File: config.mk
export PLATFORM = sky130hd
export DESIGN_NAME = i2c_reg_ctrl
export DESIGN_NICKNAME = d
export VERILOG_FILES = /design/src/rtl/i2c_reg_ctrl.sv
export SDC_FILE = /design/constraint.sdc
export NUM_CORES = 1
export LEC_CHECK = 0
export ABC_AREA = 1
export BUFFER_PORTS_ARGS = -buffer_cell sky130_fd_sc_hd__buf_2
export CORE_AREA = 3 3 199 201
export DETAILED_ROUTE_END_ITERATION = 12
export DIE_AREA = 0 0 202 204
export HOLD_SLACK_MARGIN = 0.15
export PLACE_DENSITY = 0.46
export SLEW_MARGIN = 40
export SYNTH_ARGS = -nofsm -noshare
export SYNTH_HDL_FRONTEND = slang
export SYNTH_SLANG_ARGS = --single-unit
File: constraint.sdc
create_clock -name clk_400 -period 6.9 [get_ports clk_400]
set_input_delay 1.38 -clock clk_400 [delete_from_list [all_inputs] [get_ports clk_400]]
set_output_delay 1.38 -clock clk_400 [all_outputs]
set_load 0.01 [all_outputs]
File: src/rtl/i2c_reg_ctrl.sv
`default_nettype none
// ============================================================================
// Module  : i2c_reg_ctrl
// Brief   : Register bank behind an I2C subordinate: pointer byte, auto-increment
//           burst write/read, and a host port that yields to I2C writes.
// Rev     : 1.0
// ============================================================================
module i2c_reg_ctrl #(
    parameter int                  NUM_REGS  = 16,
    parameter int                  PTR_W     = 4,
    parameter logic [NUM_REGS-1:0] RO_MASK   = '0,
    parameter int                  MAX_BURST = 8
) (
    input  logic             clk_400,
    input  logic             rst,
    input  logic             sub_busy,
    input  logic             sub_rw,
    input  logic             sub_data_ready,
    input  logic [7:0]       sub_data_out,
    input  logic             sub_byte_req,
    input  logic             sub_done,
    output logic [7:0]       sub_data_in,
    output logic             sub_next_byte,
    input  logic             host_wr_en,
    input  logic [PTR_W-1:0] host_addr,
    input  logic [7:0]       host_wdata,
    output logic [7:0]       host_rdata,
    output logic             wr_strobe,
    output logic [PTR_W-1:0] wr_addr,
    output logic             host_collision,
    output logic             ro_err,
    output logic             active
);

    typedef enum logic [2:0] {
        ST_SYNC  = 3'd0,
        ST_IDLE  = 3'd1,
        ST_PTR   = 3'd2,
        ST_WRITE = 3'd3,
        ST_READ  = 3'd4
    } state_t;

    localparam logic [7:0] c_last_cnt = 8'(MAX_BURST - 1);

    state_t           state_q, state_d;
    logic [7:0]       regs_q [NUM_REGS];
    logic [7:0]       regs_d [NUM_REGS];
    logic [PTR_W-1:0] ptr_q, ptr_d;
    logic [7:0]       cnt_q, cnt_d;
    logic [7:0]       sub_data_in_q, sub_data_in_d;
    logic             busy_prev_q;
    logic             wr_strobe_q, wr_strobe_d;
    logic [PTR_W-1:0] wr_addr_q, wr_addr_d;
    logic             host_collision_q, host_collision_d;
    logic             ro_err_q, ro_err_d;

    logic             w_busy_rise;
    logic             w_in_xfer;
    logic [PTR_W-1:0] w_ptr_inc;

    assign w_busy_rise = sub_busy & ~busy_prev_q;
    assign w_in_xfer   = (state_q == ST_PTR) || (state_q == ST_WRITE) || (state_q == ST_READ);
    assign w_ptr_inc   = ptr_q + 1'b1;

    generate
        if (PTR_W < 8) begin : g_unused_ptr_bits
            logic unused_ptr_bits;
            assign unused_ptr_bits = ^sub_data_out[7:PTR_W];
        end
    endgenerate

    always_comb begin
        state_d          = state_q;
        regs_d           = regs_q;
        ptr_d            = ptr_q;
        cnt_d            = cnt_q;
        sub_data_in_d    = sub_data_in_q;
        ro_err_d         = ro_err_q;
        wr_strobe_d      = 1'b0;
        wr_addr_d        = wr_addr_q;
        host_collision_d = 1'b0;

        case (state_q)
            ST_SYNC: begin
                if (!sub_busy) state_d = ST_IDLE;
            end
            ST_IDLE: begin
                if (w_busy_rise) begin
                    cnt_d = '0;
                    if (sub_rw) begin
                        state_d       = ST_READ;
                        sub_data_in_d = regs_q[ptr_q];
                    end else begin
                        state_d = ST_PTR;
                    end
                end
            end
            ST_PTR: begin
                if (sub_data_ready) begin
                    ptr_d   = sub_data_out[PTR_W-1:0];
                    state_d = ST_WRITE;
                end
            end
            ST_WRITE: begin
                if (sub_data_ready) begin
                    if (!RO_MASK[ptr_q]) begin
                        regs_d[ptr_q] = sub_data_out;
                        wr_strobe_d   = 1'b1;
                        wr_addr_d     = ptr_q;
                    end else begin
                        ro_err_d = 1'b1;
                    end
                    ptr_d = w_ptr_inc;
                    if (cnt_q != 8'hFF) cnt_d = cnt_q + 8'd1;
                end
            end
            ST_READ: begin
                // Prefetch: the byte for the next request is loaded now.
                if (sub_byte_req) begin
                    sub_data_in_d = regs_q[w_ptr_inc];
                    ptr_d         = w_ptr_inc;
                    if (cnt_q != 8'hFF) cnt_d = cnt_q + 8'd1;
                end
            end
            default: state_d = ST_SYNC;
        endcase

        // A byte arriving with the end of transfer is handled above first.
        if (w_in_xfer && (sub_done || !sub_busy)) state_d = ST_IDLE;

        if (host_wr_en) begin
            if (wr_strobe_d && (host_addr == ptr_q)) begin
                host_collision_d = 1'b1;
            end else begin
                regs_d[host_addr] = host_wdata;
            end
        end
    end

    always_ff @(posedge clk_400) begin
        if (rst) begin
            state_q          <= ST_SYNC;
            for (int i = 0; i < NUM_REGS; i++) regs_q[i] <= '0;
            ptr_q            <= '0;
            cnt_q            <= '0;
            sub_data_in_q    <= '0;
            busy_prev_q      <= 1'b0;
            wr_strobe_q      <= 1'b0;
            wr_addr_q        <= '0;
            host_collision_q <= 1'b0;
            ro_err_q         <= 1'b0;
        end else begin
            state_q          <= state_d;
            regs_q           <= regs_d;
            ptr_q            <= ptr_d;
            cnt_q            <= cnt_d;
            sub_data_in_q    <= sub_data_in_d;
            busy_prev_q      <= sub_busy;
            wr_strobe_q      <= wr_strobe_d;
            wr_addr_q        <= wr_addr_d;
            host_collision_q <= host_collision_d;
            ro_err_q         <= ro_err_d;
        end
    end

    always_comb begin
        sub_next_byte = 1'b0;
        case (state_q)
            ST_PTR:            sub_next_byte = 1'b1;
            ST_WRITE, ST_READ: sub_next_byte = (cnt_q < c_last_cnt);
            default:           sub_next_byte = 1'b0;
        endcase
    end

    assign sub_data_in    = sub_data_in_q;
    assign host_rdata     = regs_q[host_addr];
    assign wr_strobe      = wr_strobe_q;
    assign wr_addr        = wr_addr_q;
    assign host_collision = host_collision_q;
    assign ro_err         = ro_err_q;
    assign active         = w_in_xfer;

endmodule
`default_nettype wire

After elaboration in Yosys (flattened, before gate mapping)

Memory sizes are Yosys's and may differ from the RTL's. A register that Yosys moved wholly into a read port is not among the register bits.
Index checks and enable logic that the tools add are counted.

Register bits after elaboration: 159
ROM bits: 16
Input bits: 28
Output and inout port bits: 25
Logic and storage cells: 129
Memories: 1

$add $sub $neg: 2
$lt $le $gt $ge: 7
Equality and inequality tests: 16
Mux-type cells: 47
Bitwise gates (word level): 8
Reduce and logical (&&, ||, !) cells: 22

Memories:

| name            | depth | bits a word | read ports | clocked after Yosys merged registers in | wr ports | line | text |
|---|---|---|---|---|---|---|---|
| (no name shown) | 16    | 1           | 1          | 1                                       | 0        | 106  | `if (!RO_MASK[ptr_q]) begin` |

Operator list:

| operator                                                                     | number |
|---|---|
| 128-bit 2-to-1 mux                                                           | 5 |
| 128-bit bitwise mux                                                          | 2 |
| 8-bit 2-to-1 mux                                                             | 15 |
| 8-bit binary-select mux with 4-bit select                                    | 3 |
| 8-bit demux with 4-bit select                                                | 2 |
| 8-bit case mux with 3 select lines                                           | 1 |
| 4-bit 2-to-1 mux                                                             | 5 |
| 4-bit AND reduction                                                          | 5 |
| 8-bit case mux with 2 select lines                                           | 1 |
| 5-bit greater-or-equal comparator, second input constant                     | 3 |
| 4-bit NOT with 5-bit output                                                  | 3 |
| 3-bit 2-to-1 mux                                                             | 4 |
| 2-bit inequality test, second input constant                                 | 6 |
| 3-bit case mux with 4 select lines                                           | 1 |
| 4-bit case mux with 3 select lines                                           | 1 |
| 5-bit by 1-bit less-than comparator with 1-bit output, second input constant | 2 |
| 8-bit by 1-bit adder with 8-bit output, second input constant                | 1 |
| 8-bit by 3-bit less-than comparator with 1-bit output, second input constant | 1 |
| 8-bit inequality test, second input constant                                 | 1 |
| 3-bit by 2-bit equality test with 1-bit output, second input constant        | 2 |
| 1-bit 2-to-1 mux                                                             | 6 |
| 3-bit inequality test, second input constant                                 | 2 |
| 3-bit AND reduction                                                          | 2 |
| 3-bit nonzero test                                                           | 2 |
| 16 further kinds                                                             | 26 |

Longest topological paths before layout

Gate-level depths: netlist of run 1.

Word-level depth: 12
Depth in mapped cells: 14
Mapped depth without buffers: 13

Worst setup path before layout of run 1

OpenSTA, ideal clock, no wires.

Path type: in2out
From: in host_addr[0]
To: out host_rdata[1]
Arrival time: 2.352 ns
Setup slack: 3.168 ns
Cell stages on the path: 6
Path through: or2_2 -> clkbuf_1 -> clkbuf_1 -> o22ai_1 -> o21ai_0 -> nand4_1

Word-level cells in the longest chain between the ends: 4

RTL lines:

| what                                                | line | text |
|---|---|---|
| from (decl)                                         | 25   | `input logic [PTR_W-1:0] host_addr,` |
| 4-bit NOT with 5-bit output (not written as such)   | 176  | `assign host_rdata = regs_q[host_addr];` |
| 8-bit binary-select mux with 4-bit select           | 176  |  |
| 8-bit 2-to-1 mux (not written as such) (2 in a row) | 176  |  |
| to (decl)                                           | 27   | `output logic [7:0] host_rdata,` |

Every way passes these cells. The select of a mux whose other input is x is not followed.

Worst setup path after layout of run 1

From: in host_addr[1]
To: out host_rdata[3]

Same word-level chain as after synthesis.

==> metrics, run 1 <==
core area=37,760 µm²; crit start category=input pin; Die Height=204 µm; vias in the first global route=11,390; total number of yosys warnings=0; total number of vias=12,680; Die Wd=202 µm; Num CTS Buffers=17; min Tclk post-route=4533 ps; CP Max Fanout=33; fraction of layout cells with a size suffix above 1=0.09197; all-layer global routing usage=0.2529; #FFs+latches synth=158; Worst Max-Slew Pin Slew=762.7 ps; pwr dens=322.3 nW/µm²; Hold Path End=sub_data_in[7]$_SDFFE_PP0P_; leakage=5.204 nW; post-CTS setup buffer count=0; die area=41,210 µm²; max-cap violation count=0; later-pin clock latency in the skew report=470 ps; Via-to-Cell Ratio=5.278; Worst Path Required=5520 ps; antenna violations before repair=0; Worst setup EP type=primary output; post-synthesis sequential area ratio=0.2798; Setup TNS=0 ps; RSZ-0062 raised after global routing=no; Placed Instances=2,370; Layout Skew=20.02 ps; net count of the mapped netlist=1,958; post-synthesis average cell area=5.876 µm²; H-Tree Level Count=4; Slew HR=0.4915; Max Clk Rate=0.2206 GHz; RR Startpoint=ptr_q[1]$_SDFFE_PP0P_; synthesized area=11,310 µm²; Layout Cells excl Fill=2,403; CP arrival=3150 ps; status=complete, no violations; Crit Path Class=in -> out; DR iter-0 viols=1,631; Routed WL=53,420 µm; RD Place Congestion=0.9461; Worst Hold Class=reg -> reg; Reg2Reg Depth=13; first-pass GRT wire length=77,600 µm; Hold Violations, Final=0; reg2reg setup slack=3490 ps; Pre-antenna DRT Iters=6; CTS tree=built; commonest non-fill, non-tap cells in the layout=nand2_1, nor2_1, o21ai_0; Post-layout nets=1,913; Area growth syn-to-layout=8.599%; Initial Utilization=0.2995; commonest non-fill, non-tap cell in the layout=nand2_1; Hold Path Cell Cnt=2; root buf cell=clkbuf_16; final max-slew violation count=0; largest net degree at the start of global routing=74; Synth Instances=1,924; # rows=71; cts repair resizes=0; post-synth cell types=40; peak supply drop=189.7 µV; clk sink count=158; final setup fails=0; HPWL after detailed placement=36,220 µm; crit share post-route=0.6569; Reg clk slew, reported paths=70 ps; hold_sp=sub_data_in[7]$_SDFFE_PP0P_; Worst R2R End=sub_data_in[6]$_SDFFE_PP0P_; DR WL/cell=22.23 µm; I/O Pins=53; Routed Antenna Nets=0; CTS max path bufs=2; IO Port Bufs=51; Fillers=4,202; total gr overflow=0; diode count=0; DRC=0; Hold Buf Count CTS=0
[critical path, cell delays in order]
cell and delay (ps):
buf_2 160, inv_1 80, nand2_2 510, o22ai_1 140, o21ai_0 390, nand4_1 260, buf_2 210
[stage by stage]
stage | total power [W] | util | cell area, µm² | hold WS [ps] | setup WS (ps)
after floorplan | 0.002330 | - | 11310 | 446.9 | 3168
after global placement | 0.002947 | 0.3089 | 11660 | 457.0 | 2106
after CTS | 0.003934 | 0.3247 | 12260 | 471.3 | 2417
after detailed placement | 0.002950 | 0.3092 | 11670 | 459.6 | 2421
after global routing | 0.004163 | 0.3252 | 12280 | 482.0 | 2238
final | 0.003957 | 0.3252 | 12280 | 469.7 | 2367
[report_power, final]
group | switching, W | internal, W
clock | 0.000452 | 0.000525
sequential | 0.0000763 | 0.000965
combinational | 0.00144 | 0.000500
[metal layers]
metal | GRT usage | vias up | wire length, µm
met5 | 0 | - | 0
met4 | 0.09295 | 0 | 2032
met3 | 0.03249 | 97 | 3504
met2 | 0.4105 | 520 | 24070
met1 | 0.3450 | 5935 | 23820
li1 | - | 6130 | -
[worst max path at each step]
stage,to,from
after detailed placement,host_rdata[3],host_addr[1]
after floorplan,host_rdata[1],host_addr[0]
after global placement,host_rdata[3],host_addr[1]
after global routing,host_rdata[3],host_addr[1]
final,host_rdata[3],host_addr[1]
after CTS,host_rdata[3],host_addr[1]
[synthesized netlist by cell type]
cell type	n	area (µm²)
o21ai_1	47	235.2
nand4_1	9	56.30
nor3_1	3	15.01
inv_1	158	593.1
nand3_1	199	996.0
o21ai_0	273	1366
nor4_1	1	6.260
a21oi_1	40	200.2
or2_2	1	6.260
clkinv_2	4	20.02
buf_1	16	60.06
buf_4	5	37.54
xor2_2	1	16.27
nor2_8	1	20.02
nand2_4	8	90.09
a21o_1	1	7.510
ha_1	6	75.07
nand2_2	1	6.260
a211oi_1	1	7.510
inv_4	1	6.260
nand2_1	449	1685
xnor2_1	3	26.28
nor3_2	1	10.01
xor2_1	6	52.55
nand4_4	1	21.27
clkbuf_1	70	262.8
conb_1	1	3.750
dfxtp_1	158	3163
nor2_1	299	1122
a21oi_2	1	8.760
o22ai_1	65	406.6
nor2_4	29	326.6
or2_1	1	6.260
nor2_2	6	37.54
buf_2	21	105.1
buf_6	13	146.4
clkinv_1	1	3.750
a21boi_0	1	7.510
nand3_2	1	10.01
inv_2	21	78.83
[state kept, by name (all words and copies together) (netlist names)]
| signal | cells |
|---|---|
| state_q | 3 |
| wr_strobe | 1 |
| cnt_q | 8 |
| host_collision | 1 |
| regs_q | 128 |
| ptr_q | 4 |
| busy_prev_q | 1 |
| wr_addr | 4 |
| sub_data_in | 8 |
[final cells by class]
| cell class | count | area, µm² | area share |
|---|---|---|---|
| clock buffers | 20 | 456.7 | 0.03720 |
| clock inverters | 12 | 128.9 | 0.01050 |
| well taps | 511 | 639.4 | 0.05207 |
| flip-flops and latches | 158 | 3167 | 0.2579 |
| multi-input cells | 1456 | 6834 | 0.5566 |
| repair buffers | 61 | 342.8 | 0.02792 |
| inverters | 185 | 709.4 | 0.05778 |
[cell families after synthesis]
logic type / synth area share
and+or+nand+nor: 0.3906
DFF: 0.2798
AOI/OAI and AO/OA: 0.1981
buffers and inverters: 0.1162
adders and majority gates: 0.006640
other: 0.0003317
xor gates and xnor gates: 0.008412
(Power assumes the default switching activity.)
==> run 2, diff against run 1 <==
ABC_AREA = 0   (was 1)
CORE_AREA = 3 3 195 197   (was 3 3 199 201)
DIE_AREA = 0 0 198 200   (was 0 0 202 204)
PLACE_DENSITY = 0.48   (was 0.46)
clock period = 3.7 ns   (was 6.9 ns; I/O delays follow)
==> run 2 against run 1 <==
Non-clock buffer count is 13 higher. Sequential power is 72% higher. Synthesized cell count is 44% lower. Critical path depth is 3 lower. Count of clock-buffer cells in the layout is 1 higher. Sequential cell count stayed put. Die area is 3.9% lower. Clock skew is 0.66 ps higher. Synthesized area is 3.9% lower. Core utilization is 0.24 points higher. First-iteration DRC count is 56% lower. Critical endpoint unchanged. Largest cell class unchanged.
==> metrics, run 2 <==
Hold Buf Count CTS=0; Routed WL=37,040 µm; all-layer global routing usage=0.1888; HPWL after detailed placement=26,290 µm; # rows=70; Worst Max-Slew Pin Slew=806.4 ps; net count of the mapped netlist=1,118; DR WL/cell=24.04 µm; Placed Instances=1,509; min Tclk post-route=3320 ps; post-CTS setup buffer count=0; post-synthesis average cell area=10.02 µm²; crit path buf inv count=2; Reg with most FFs=regs_q; total number of yosys warnings=0; Crit Path Class=in -> out; Num CTS Buffers=17; post-synthesis sequential area ratio=0.2912; Pre-antenna DRT Iters=5; crit start category=input pin; Critical-path top delay cell=mux4_2; CTS max path bufs=2; max reg flops=128; CP arrival=2580 ps; max-cap violation count=0; peak supply drop=308.7 µV; Synth top area share=0.2912; Die Wd=198 µm; Synth Instances=1,084; Area growth syn-to-layout=9.919%; antenna violations before repair=1; synthesized area=10,860 µm²; most numerous cell in the Yosys netlist=mux2i_1; total number of vias=8,886; status=complete, no violations; crit share post-route=0.8972; Worst setup EP type=primary output; DRC=0; core area=36,430 µm²; Slew HR=0.4604; RSZ-0062 raised after global routing=no; #FFs+latches synth=158; commonest non-fill, non-tap cells in the layout=mux2i_1, nor2_1, dfxtp_1; Via-to-Cell Ratio=5.766; cell area after layout=11,940 µm²; synth cell count leaders=mux2i_1, nor2_1, dfxtp_1; slowest stage delay, CP=580 ps; post-synth cell types=62; crit-path cells=buf_4 > mux4_2 > mux4_2 > buf_2; Routed Antenna Nets=0; Die Height=200 µm; fraction of layout cells with a size suffix above 1=0.2227; fraction of registers with async set/reset=0; commonest non-fill, non-tap cell in the layout=mux2i_1; Initial Utilization=0.2981; Layout Cells excl Fill=1,541; root buf cell=clkbuf_16; Post-layout nets=1,094; DR iter-0 viols=721; Reg clk slew, reported paths=60 ps; final setup fails=0; crit-path most repeated cell=mux4_2; RD Place Congestion=0.8817; total gr overflow=0; die area=39,600 µm²; Max Clk Rate=0.3012 GHz; I/O Pins=53; H-Tree Level Count=4; Synth area leaders=dfxtp_1, mux4_2, mux2i_1; CP Max Fanout=33; IO Port Bufs=51; later-pin clock latency in the skew report=450 ps; Layout Skew=20.68 ps; diode count=0; Worst Hold Class=reg -> reg; leakage=4.671 nW; Area after DPL=11,350 µm²; Post-synth EDFFs=0; first-pass GRT wire length=56,590 µm; Setup TNS=0 ps; pwr dens=337.4 nW/µm²; Hold Violations, Final=0; ys flop type=dfxtp_1; clk sink count=158; crit-path leading delay family=multiplexers; Fillers=3,774; largest net degree at the start of global routing=116; Yosys top cell by area=dfxtp_1; CTS tree=built; vias in the first global route=8,838; final max-slew violation count=0; cts repair resizes=0; Worst Path Required=2960 ps
run 2: worst paths after layout:
kind,end,depth (start not counted),slack (ps),startpoint
setup / recovery,host_rdata[3],4,380,host_addr[1]
setup reg to reg,regs_q[72]$_SDFF_PP0_,6,770,state_q[1]$_SDFFE_PP0P_
hold reg to reg,wr_addr[3]$_SDFFE_PP0P_,2,460,wr_addr[3]$_SDFFE_PP0P_
hold / removal,wr_addr[3]$_SDFFE_PP0P_,2,460,wr_addr[3]$_SDFFE_PP0P_
run 2: cell families (layout without fill, tap and decap cells):
logic type	after synthesis	in the layout	share of synthesized area
AO/OA/AOI/OAI	230	230	0.1722
multiplexers	256	256	0.3336
adder cells (fa/ha/maj)	6	6	0.006912
other	1	1	0.0003453
AND/OR/NAND/NOR	305	305	0.1317
flip-flops	158	158	0.2912
buffers and inverters	121	110	0.05691
XOR/XNOR	7	7	0.007027
run 2: worst register-to-register path: stages, from the launching register on:
cell	delay, ps
dfxtp_1	630
nor2b_4	310
nand3_2	610
buf_4	470
o2111ai_4	520
nor2_1	90
a211oi_1	220
run 2: layout make-up:
| type | count | area [µm²] | share of cell area |
|---|---|---|---|
| flip-flops and latches | 158 | 3167 | 0.2653 |
| clock inverters | 11 | 132.6 | 0.01111 |
| repair buffers | 74 | 470.5 | 0.03941 |
| multi-input cells | 805 | 7117 | 0.5962 |
| clock buffers | 21 | 450.4 | 0.03773 |
| inverters | 4 | 15.01 | 0.001258 |
| well taps | 468 | 585.6 | 0.04905 |
run 2: per-layer routing:
metal	GRT usage	routed length, µm
met2	0.3293	18660
met4	0.04456	448
met5	0	13
met1	0.2445	15960
met3	0.03424	1956
run 2: through the flow:
step / util / total power, W / setup slack [ps] / hold slack [ps]
after floorplan: - / 0.002116 / 490.7 / 449.2
final: 0.3276 / 0.004028 / 380.5 / 456.7
after global routing: 0.3276 / 0.004181 / 293.2 / 476.9
after detailed placement: 0.3116 / 0.002250 / 366.6 / 450.1
after CTS: 0.3276 / 0.004078 / 368.6 / 458.9
after global placement: 0.3114 / 0.002246 / 405.8 / 443.9
run 2: report_power, final:
group / switching [W] / internal, W
clock network: 0.000796 / 0.00102
logic: 0.000263 / 0.000161
registers: 0.0000527 / 0.00173
==> run 3, diff against run 2 <==
CAP_MARGIN = 20   (was not set)
CELL_PAD_IN_SITES_DETAIL_PLACEMENT = 1   (was not set)
CELL_PAD_IN_SITES_GLOBAL_PLACEMENT = 1   (was not set)
PLACE_DENSITY = 0.57   (was 0.48)
==> run 3 against run 2 <==
Clock power decreased by 2%. Setup slack better by 35 ps. Worst hold slack got worse by 3.0 ps. Register-to-register slack gained 120 ps. Sequential cell count did not move. Via count increased by 2.3%. Sequential share of layout area about the same. Critical endpoint unchanged.
==> metrics, run 3 (synthesis gave the netlist of run 2 again) <==
Worst Max-Slew Pin Slew=819.3 ps; Sw Share=0.2784; NetSw=0.001111 W; max reg flops=128; WL met3=1336 µm; RD Place Congestion=0.8383; DR WL/cell=25.36 µm; Gate power share=0.107; Crit Path Class=in -> out; IO Port Bufs=51; Critical-path top delay cell=mux4_2; cts repair resizes=0; Internal=0.002880 W; Setup TNS=0 ps; crit path buf inv count=2; H-Tree Level Count=4; Post-layout nets=1,096; Die Wd=198 µm; Hold Violations, Final=0; Routed Antenna Nets=0; root buf cell=clkbuf_16; first-pass GRT wire length=60,250 µm; I/O Pins=53; total number of vias=9,088; max-cap violation count=0; CP Max Fanout=33; all-layer global routing usage=0.2002; post-CTS setup buffer count=0; RR Startpoint=state_q[1]$_SDFFE_PP0P_; diode count=0; commonest non-fill, non-tap cell in the layout=mux2i_1; cell area after layout=11,920 µm²; Initial Utilization=0.2981; DRC=0; Pre-antenna DRT Iters=4; Hold Buf Count CTS=0; min Tclk post-route=3285 ps; crit-path leading delay family=multiplexers; later-pin clock latency in the skew report=440 ps; Placed Instances=1,511; CTS tree=built; total gr overflow=0; crit-path cells=buf_4 > mux4_2 > mux4_2 > buf_2; met2 WL=19,860 µm; crit share post-route=0.8878; clk sink count=158; RSZ-0062 raised after global routing=no; Routed WL=39,060 µm; CTS max path bufs=2; final max-slew violation count=0; leakage=4.664 nW; Via-to-Cell Ratio=5.901; Num CTS Buffers=17; DR iter-0 viols=576; power share of the clock group=0.445; Worst Path Required=2960 ps; Worst setup EP type=primary output; status=complete, no violations; Crit. Startpoint=host_addr[1]; core area=36,430 µm²; fraction of layout cells with a size suffix above 1=0.2201; Die Height=200 µm; crit-path most repeated cell=mux4_2; antenna violations before repair=0; worst hold margin=453.7 ps; die area=39,600 µm²; HPWL after detailed placement=28,580 µm; CP arrival=2540 ps; Slew HR=0.4514; Layout Cells excl Fill=1,540; peak supply drop=261.3 µV; Reg with most FFs=regs_q; largest net degree at the start of global routing=96; Area after DPL=11,360 µm²; vias in the first global route=9,215; Area growth syn-to-layout=9.723%; commonest non-fill, non-tap cells in the layout=mux2i_1, nor2_1, dfxtp_1; Max Clk Rate=0.3044 GHz; crit start category=input pin; Seq pwr share=0.448; slowest stage delay, CP=580 ps; Top Layer Used=met4; pwr dens=334.9 nW/µm²; Layout Skew=14.04 ps; # rows=70; final setup fails=0; Worst Hold Class=reg -> reg; M1 wire length=17,250 µm; hold_sp=wr_addr[1]$_SDFFE_PP0P_; Reg clk slew, reported paths=60 ps
-- run 3: changes by cell type in the layout (fill, tap and decap cells not counted), sizes merged --
cell,before,now
buf,74,76
inv,6,4
clkbuf,21,19
clkinvlp,2,3
-- run 3: worst paths after layout --
| check | end | cells after the start | slack (ps) |
|---|---|---|---|
| setup / recovery | host_rdata[3] | 4 | 420 |
| hold reg to reg | wr_addr[1]$_SDFFE_PP0P_ | 2 | 450 |
| setup reg to reg | regs_q[19]$_SDFF_PP0_ | 5 | 890 |
| hold / removal | wr_addr[1]$_SDFFE_PP0P_ | 2 | 450 |
-- run 3: worst min-delay path, cell delays in order, from the launching register on --
cell and delay (ps):
dfxtp_1 300, nand2_1 50, a21oi_1 50
-- run 3: stage by stage --
stage | power, W | worst slack (ps) | utilization
6_report | 0.003991 | 415.1 | 0.3271
5_1_grt | 0.004147 | 320.2 | 0.3271
4_1_cts | 0.004039 | 375.6 | 0.3270
3_5_place_dp | 0.002254 | 377.2 | 0.3118
3_3_place_gp | 0.002244 | 409.3 | 0.3118
2_1_floorplan | 0.002116 | 490.7 | -
-- run 3: area by class of cell --
cell class	instances	area, µm²
Fill cell	4129	24520
Clock inverter	10	118.9
Inverter	4	15.01
Sequential cell	158	3166
Tap cell	468	585.6
Timing Repair Buffer	76	485.5
Clock buffer	19	432.9
Multi-Input combinational cell	805	7113
-- run 3: per-layer routing --
metal | global-route usage | vias to the layer above
met5 | 0 | -
met3 | 0.02434 | 33
li1 | - | 4086
met4 | 0.05085 | 0
met2 | 0.3522 | 217
met1 | 0.2626 | 4752
-- run 3: power groups by stage --
| stage | clock network, W | registers (W) | logic [W] |
|---|---|---|---|
| 6_report | 0.00178 | 0.00179 | 0.000427 |
| 5_1_grt | 0.00189 | 0.00179 | 0.000463 |
| 4_1_cts | 0.00182 | 0.00179 | 0.000430 |
| 3_5_place_dp | 0 | 0.00183 | 0.000428 |
| 3_3_place_gp | 0 | 0.00183 | 0.000419 |
| 2_1_floorplan | 0 | 0.00180 | 0.000321 |
